<file path="src/rtl/instr_fetch_pkg.sv">
// Shared definitions for the instruction fetch stage.
//   - opcode field values seen on op (instr[31:26])
//   - default reset PC and the NOP word driven when no instruction is valid
//   - fetch FSM state encoding
package instr_fetch_pkg;

  localparam logic [5:0] OP_RTYPE = 6'b000000;
  localparam logic [5:0] OP_LW    = 6'b100011;
  localparam logic [5:0] OP_SW    = 6'b101011;
  localparam logic [5:0] OP_BEQ   = 6'b000100;
  localparam logic [5:0] OP_ADDI  = 6'b001000;
  localparam logic [5:0] OP_J     = 6'b000010;

  localparam logic [31:0] DEF_RESET_PC  = 32'h0000_0000;
  localparam logic [31:0] DEF_NOP_INSTR = 32'h0000_0000;

  typedef enum logic [1:0] {
    FETCH = 2'd0,
    HOLD  = 2'd1,
    FLUSH = 2'd2
  } fetch_state_e;

  // Word-align a byte address.
  function automatic logic [31:0] word_align(input logic [31:0] a);
    return a & ~32'h0000_0003;
  endfunction

endpackage

</file>
<file path="src/rtl/instr_fetch_flopenr.sv">
// Enabled register with synchronous active-low reset.
//   clk   in  1      rising-edge clock
//   reset in  1      synchronous, active-low; loads RESET_VAL
//   en    in  1      load d when high
//   d     in  WIDTH  next value
//   q     out WIDTH  registered value
module instr_fetch_flopenr #(
  parameter int          WIDTH     = 32,
  parameter logic [WIDTH-1:0] RESET_VAL = '0
) (
  input  logic             clk,
  input  logic             reset,
  input  logic             en,
  input  logic [WIDTH-1:0] d,
  output logic [WIDTH-1:0] q
);

  always_ff @(posedge clk) begin
    if (!reset)  q <= RESET_VAL;
    else if (en) q <= d;
  end

endmodule

</file>
<file path="src/rtl/instr_fetch.sv">
// Instruction fetch stage feeding the main decoder.
// Holds the PC, requests words from instruction memory over a req/ack
// handshake and latches the returned word into the instruction register.
//   clk          in   1   rising-edge clock
//   reset        in   1   synchronous, active-low
//   imem_req     out  1   fetch request, held until imem_ack
//   imem_addr    out  32  request address, stable while imem_req=1
//   imem_ack     in   1   imem_rdata valid this cycle
//   imem_rdata   in   32  returned instruction word
//   stall        in   1   decode cannot accept; hold current instruction
//   redirect     in   1   taken branch/jump, overrides stall and ack
//   redirect_pc  in   32  new fetch PC (low two bits ignored)
//   instr        out  32  instruction register (NOP_INSTR when invalid)
//   instr_pc     out  32  PC of instr
//   pcplus4      out  32  instr_pc + 4 (wraps)
//   op           out  6   instr[31:26]
//   instr_valid  out  1   instr/instr_pc/op meaningful
module instr_fetch
  import instr_fetch_pkg::*;
#(
  parameter logic [31:0] RESET_PC  = DEF_RESET_PC,
  parameter logic [31:0] NOP_INSTR = DEF_NOP_INSTR
) (
  input  logic        clk,
  input  logic        reset,
  output logic        imem_req,
  output logic [31:0] imem_addr,
  input  logic        imem_ack,
  input  logic [31:0] imem_rdata,
  input  logic        stall,
  input  logic        redirect,
  input  logic [31:0] redirect_pc,
  output logic [31:0] instr,
  output logic [31:0] instr_pc,
  output logic [31:0] pcplus4,
  output logic [5:0]  op,
  output logic        instr_valid
);

  fetch_state_e state_q, state_d;

  logic [31:0] pc_q, pc_d;
  logic [31:0] fa_q, fa_d;
  logic [31:0] ir_d, ipc_d;
  logic        pc_en, fa_en, ir_en, ipc_en;
  logic        vld_d;
  logic [31:0] target;

  instr_fetch_flopenr #(.WIDTH(32), .RESET_VAL(RESET_PC)) u_pc (
    .clk(clk), .reset(reset), .en(pc_en), .d(pc_d), .q(pc_q));

  instr_fetch_flopenr #(.WIDTH(32), .RESET_VAL(RESET_PC)) u_fetch_addr (
    .clk(clk), .reset(reset), .en(fa_en), .d(fa_d), .q(fa_q));

  instr_fetch_flopenr #(.WIDTH(32), .RESET_VAL(NOP_INSTR)) u_instr (
    .clk(clk), .reset(reset), .en(ir_en), .d(ir_d), .q(instr));

  instr_fetch_flopenr #(.WIDTH(32), .RESET_VAL(RESET_PC)) u_instr_pc (
    .clk(clk), .reset(reset), .en(ipc_en), .d(ipc_d), .q(instr_pc));

  always_ff @(posedge clk) begin
    if (!reset) begin
      state_q     <= FETCH;
      instr_valid <= 1'b0;
    end else begin
      state_q     <= state_d;
      instr_valid <= vld_d;
    end
  end

  assign target    = word_align(redirect_pc);
  assign imem_addr = fa_q;
  // Reset is folded in combinationally so a pending request drops immediately.
  assign imem_req  = reset && (state_q == FETCH || state_q == FLUSH);
  assign pcplus4   = instr_pc + 32'd4;
  assign op        = instr[31:26];

  always_comb begin
    state_d = state_q;
    pc_d    = pc_q;
    pc_en   = 1'b0;
    fa_d    = fa_q;
    fa_en   = 1'b0;
    ir_d    = instr;
    ir_en   = 1'b0;
    ipc_d   = instr_pc;
    ipc_en  = 1'b0;
    vld_d   = instr_valid;

    if (redirect) begin
      pc_d  = target;
      pc_en = 1'b1;
      ir_d  = NOP_INSTR;
      ir_en = 1'b1;
      vld_d = 1'b0;
      case (state_q)
        FETCH: begin
          if (imem_ack) begin
            // Handshake already closed this cycle: restart at the target.
            fa_d    = target;
            fa_en   = 1'b1;
            state_d = FETCH;
          end else begin
            // Request is in flight; keep its address until memory answers.
            state_d = FLUSH;
          end
        end
        FLUSH: state_d = FLUSH;
        HOLD: begin
          fa_d    = target;
          fa_en   = 1'b1;
          state_d = FETCH;
        end
        default: begin
          fa_d    = target;
          fa_en   = 1'b1;
          state_d = FETCH;
        end
      endcase
    end else begin
      case (state_q)
        FETCH: begin
          if (imem_ack) begin
            ir_d    = imem_rdata;
            ir_en   = 1'b1;
            ipc_d   = fa_q;
            ipc_en  = 1'b1;
            vld_d   = 1'b1;
            pc_d    = fa_q + 32'd4;
            pc_en   = 1'b1;
            state_d = HOLD;
          end
        end
        HOLD: begin
          if (!stall) begin
            ir_d    = NOP_INSTR;
            ir_en   = 1'b1;
            vld_d   = 1'b0;
            fa_d    = pc_q;
            fa_en   = 1'b1;
            state_d = FETCH;
          end
        end
        FLUSH: begin
          // Abandoned fetch completes; its data is dropped.
          if (imem_ack) begin
            fa_d    = pc_q;
            fa_en   = 1'b1;
            state_d = FETCH;
          end
        end
        default: begin
          fa_d    = pc_q;
          fa_en   = 1'b1;
          state_d = FETCH;
        end
      endcase
    end
  end

endmodule
</file>
<file path="config.mk">
export PLATFORM = sky130hd
export DESIGN_NAME = instr_fetch
export DESIGN_NICKNAME = d
export VERILOG_FILES = /design/src/rtl/instr_fetch_pkg.sv /design/src/rtl/instr_fetch_flopenr.sv /design/src/rtl/instr_fetch.sv
export SDC_FILE = /design/constraint.sdc
export NUM_CORES = 1
export LEC_CHECK = 0
export ABC_CLOCK_PERIOD_IN_PS = 5560
export BUFFER_PORTS_ARGS = -buffer_cell sky130_fd_sc_hd__buf_2
export CORE_ASPECT_RATIO = 1.4
export CORE_MARGIN = 4
export CORE_UTILIZATION = 55
export DETAILED_ROUTE_END_ITERATION = 10
export PLACE_DENSITY = 0.94
export SLEW_MARGIN = 20
export SYNTH_ARGS = -nofsm -noshare
export SYNTH_HDL_FRONTEND = slang
export SYNTH_SLANG_ARGS = --single-unit
</file>
<file path="constraint.sdc">
create_clock -name clk -period 5.56 [get_ports clk]
set_clock_uncertainty 0.1 [all_clocks]
set_input_delay 0.834 -clock clk [delete_from_list [all_inputs] [get_ports clk]]
set_output_delay 0.834 -clock clk [all_outputs]
set_load 0.005 [all_outputs]
</file>
=== Yosys cells after proc, flatten, opt, wreduce, memory -nomap -nowiden ===
Cells that the tools add are included.

* Flip-flop bits (word level): 131
* Bits of input ports: 69
* Output and inout port bits: 136
* Word-level logic and storage cells: 67

* Add/subtract/negate cells: 2
* Equality and inequality tests: 10
* Muxes and demuxes: 33
* Bitwise logic cells: 2
* Reduce and logical (&&, ||, !) cells: 14

{| class="wikitable"
|+ Operators by type and width
! kind !! count
|-
| 32-bit 2-to-1 mux || 10
|-
| 32-bit case mux with 2 select lines || 2
|-
| 32-bit case mux with 3 select lines || 1
|-
| 32-bit by 3-bit adder with 32-bit output (second input constant) || 2
|-
| 2-bit 2-to-1 mux || 5
|-
| 2-bit inequality test (second input constant) || 5
|-
| 1-bit 2-to-1 mux || 9
|-
| 3-bit inequality test (second input constant) || 3
|-
| 3-bit AND reduction || 3
|-
| 4-bit AND reduction || 2
|-
| 1-bit case mux with 2 select lines || 3
|-
| 2-bit case mux with 3 select lines || 1
|-
| 6-bit AND reduction || 1
|-
| 2-bit nonzero test || 3
|-
| 2-bit case mux with 2 select lines || 1
|-
| 1-bit case mux with 3 select lines || 1
|-
| 3-bit nonzero test || 1
|-
| 2-bit by 1-bit == test with 1-bit output (second input constant) || 1
|-
| 2-bit == test (second input constant) || 1
|-
| 2-bit zero test || 1
|-
| 1-bit NOT || 2
|-
| 2-bit OR reduction || 1
|-
| 1-bit logical AND || 1
|-
| 1-bit logical OR || 1
|}

=== Logic depth before layout (Yosys ltp) ===
* Word-level depth: 4
* Gate-level depth with buffers: 8
* Depth with buffers taken out: 6

=== Hierarchy ===
A second synthesis with hierarchy kept.

* Cell total of the unflattened synthesis: 960
* Area total of the unflattened synthesis: 8,149.1 um^2

{| class="wikitable"
|+ By module, submodules not included
! module !! instances !! cells each !! area an instance (um^2) !! sequential area each (um^2)
|-
| instr_fetch_flopenr || 4 || 103 || 1,243.7 || 640.6
|-
| instr_fetch || 1 || 548 || 3,174.3 || 60.1
|}

=== Least setup slack after synthesis ===
No wires, ideal clock.

* Path kind: reg-to-output
* Start point: register u_instr_pc.q[2]
* End point: output pcplus4[20]
* Data arrival time: 1.676 ns
* Required time: 4.626 ns
* Setup slack: 2.950 ns
* Stages on the path, launching flop included: 8
* Buffers on the path: 1
* Path through: dfxtp_1 -> ha_1 -> nand3_1 -> nor2_1 -> and4_1 -> clkbuf_1 -> nor2b_1 -> xnor2_1

* Longest elaborated chain between the ends: 1

{| class="wikitable"
|+ Ends and longest elaborated chain
! element !! line !! text
|-
| start, declared || instr_fetch_flopenr.sv:15 || <nowiki>output logic [WIDTH-1:0] q</nowiki>
|-
| start signal, assigned || instr_fetch_flopenr.sv:19 || <nowiki>if (!reset) q <= RESET_VAL;</nowiki>
|-
| start signal, assigned || instr_fetch_flopenr.sv:20 || <nowiki>else if (en) q <= d;</nowiki>
|-
| 32-bit by 3-bit adder with 32-bit output || instr_fetch.sv:75 || <nowiki>assign pcplus4 = instr_pc + 32'd4;</nowiki>
|-
| end, declared || instr_fetch.sv:35 || <nowiki>output logic [31:0] pcplus4,</nowiki>
|}

No other way between the ends.

=== Worst setup path after layout ===
* Start point: register u_instr_pc.q[2]
* End point: output pcplus4[18]

The elaborated chain is that of the path after synthesis.

==> flow_summary.json <==
{
  "status": "complete, no violations",
  "grt_max_degree": 69,
  "synth_seq_cells": 131,
  "ir_drop_mv": 0.228,
  "grt_pass1_wl_microns": 29600,
  "yosys.area_share.simple_pct": 21.6,
  "period_minus_slack_ns": 3.37,
  "setup_viol": 0,
  "io-pin-count": 205,
  "clockRootBuffer": "clkbuf_16",
  "coreArea_sq_um": 10900,
  "track_usage_pct": 27.5,
  "ys_types": 52,
  "ys.warnings.count": 0,
  "timing.fmax_mhz": 296,
  "synth_top_family_by_area": "simple AND/OR/NAND/NOR gates",
  "hold_path_class": "reg -> reg",
  "finalWirelength_microns": 18200,
  "p_leak_nw": 3.32,
  "hold_viol_final": 0,
  "hold_depth": 2,
  "via_per_inst": 5.96,
  "reg2regPathDepth": 5,
  "cts_buffers": 17,
  "worst_setup_path_end_kind": "primary output",
  "synthMuxAreaShare_pct": 4.54,
  "fin_nets": 969,
  "slew_headroom_pct": 40.6,
  "dpl.hpwl_microns": 12200,
  "h-tree-depth": 4,
  "placementRows": 45,
  "tightest_slew_ns": 0.892,
  "drt_iter0_drc": 615,
  "synth_area_leader_cell": "dfxtp_1",
  "crit_required_ns": 4.63,
  "synth_nets": 805,
  "fin_setup_tns_ns": 0,
  "period_share_pct": 60.7,
  "gr-total-overflow": 0,
  "synthAdderAreaFrac_pct": 0.567,
  "clock_latency_ns": 0.41,
  "cts_buffer_depth": 2,
  "synth_top_area_share_pct": 42.5,
  "ys.flop_type": "dfxtp_1",
  "critical_path_arrival_ns": 2.44,
  "yosys-top-cells-count": "dfxtp_1, nor2_1, nand2_1, a21oi_1",
  "maxSlewViolCount": 0,
  "synth_cells": 734,
  "setup_slack_ns": 2.19,
  "powerDensity_nw_per_um2": 320,
  "antenna_found_initial": 1,
  "synthToLayoutAreaGrowth_pct": 25.6,
  "ant_nets": 0,
  "critPathMaxFanout": 7,
  "cts.clk_slew.worst_paths_ns": 0.05,
  "clock_sinks": 131,
  "fillers": 840,
  "wire_per_inst_microns": 17.3,
  "gp_congestion": 0.895,
  "grt_pass1_vias": 5932,
  "final_layout_size_suffix_gt1_share_pct": 28.1,
  "chipHeight_microns": 133,
  "avgSynthCellArea_sq_um": 8.42,
  "syn_area_sq_um": 6180,
  "die_area_sq_um": 13000,
  "synthXorXnorAreaFrac_pct": 6.66,
  "cts_tree": "built",
  "synthArstFlopShare_pct": 0,
  "dp_slack_ns": 2.31,
  "maxCapViolCount": 0,
  "port_buffers": 202,
  "start_util_pct": 56.6,
  "synth_compound_area_share_pct": 18.7,
  "yosysMostFrequentCell": "dfxtp_1",
  "post_cts_buffers": 0,
  "yosysSeqAreaShare_pct": 42.5,
  "synth_edf_count": 0,
  "synth_area_leaders": "dfxtp_1, nor2_1, a22oi_1",
  "first_pass_iters": 8,
  "die_w_microns": 97.6,
  "cts_resized": 0,
  "r2r_slack_ns": 3.19,
  "vias": 6277,
  "ctsHoldBuffers": 0,
  "drc": 0,
  "rsz0062_at_grt": "no",
  "worstSetupPathType": "reg -> out",
  "cp-start-kind": "flop"
}
-- registers in the layout, indices dropped and copies added (netlist names) --
| name | count |
|---|---|
| u_pc.q | 32 |
| state_q | 2 |
| u_fetch_addr.q | 32 |
| u_instr_pc.q | 32 |
| instr_valid | 1 |
| u_instr.q | 32 |
-- kinds of logic after synthesis --
logic type,count (synthesis)
AND/OR/NAND/NOR,279
AO/OA/AOI/OAI,172
flip-flops,131
buffers and inverters,74
XOR/XNOR,47
multiplexers,28
adder cells (fa/ha/maj),3
-- routing by layer --
metal	global-route usage (%)	up-vias	part of all wire (%)	routed length [microns]
met5	0	-	0	0
met4	13.5	0	3.2	583
met3	7.12	49	9.5	1730
met2	47.0	366	49	9020
met1	32.0	2913	38	6890
li1	-	2949	-	-
-- critical path, stage by stage, from the launching register on --
cell and delay [ns]:
dfxtp_1 0.40, ha_1 0.21, nand3_1 0.15, nor2_1 0.43, and4_1 0.38, nand3_1 0.13, xnor2_1 0.18, buf_2 0.14
-- placed cells by master, fill, tap and decap left out, drive strengths merged, types with 23 or more instances in the layout --
cell    synthesis  layout
clkbuf         46      23
dfxtp         131     131
a21oi          56      56
nor2           94      94
mux2i          28      28
buf            19     210
xnor2          34      34
nand3          23      23
a22oi          46      46
nand2          90      90
a211oi         31      31
-- final timing paths --
check | endpoint | startpoint
min reg2reg | u_instr_pc.q[1] | u_instr_pc.q[1]
min | u_instr_pc.q[1] | u_instr_pc.q[1]
max reg2reg | u_pc.q[23] | u_fetch_addr.q[4]
max | pcplus4[18] | u_instr_pc.q[2]
-- power by group --
group          switching (W)  internal [W]
registers          0.0000700      0.000990
clock network       0.000396      0.000750
logic               0.000157      0.000122
-- layout make-up --
type	instances	area (sq um)	area share, %
inverter	9	35.0	0.452
sequential	131	2620	33.8
clock inverter	9	126	1.63
multi-input combinational	529	3240	41.7
tap	141	176	2.27
clock buffer	23	488	6.29
timing repair buffer	210	1070	13.8
antenna	1	2.50	0.0323
-- metrics by stage --
stage                     total power (W)  util [%]  hold slack (ns)  cells  instance area, sq um
after floorplan                   0.00123         -            0.336    734                  6180
after global placement            0.00134      65.3            0.341   1020                  7140
after detailed placement          0.00135      65.4            0.350   1020                  7140
after CTS                         0.00249      71.0            0.371   1052                  7750
after global routing              0.00257      71.0            0.404   1053                  7760
final                             0.00249      71.0            0.370   1053                  7760
Power figures use the tool's default switching activity.
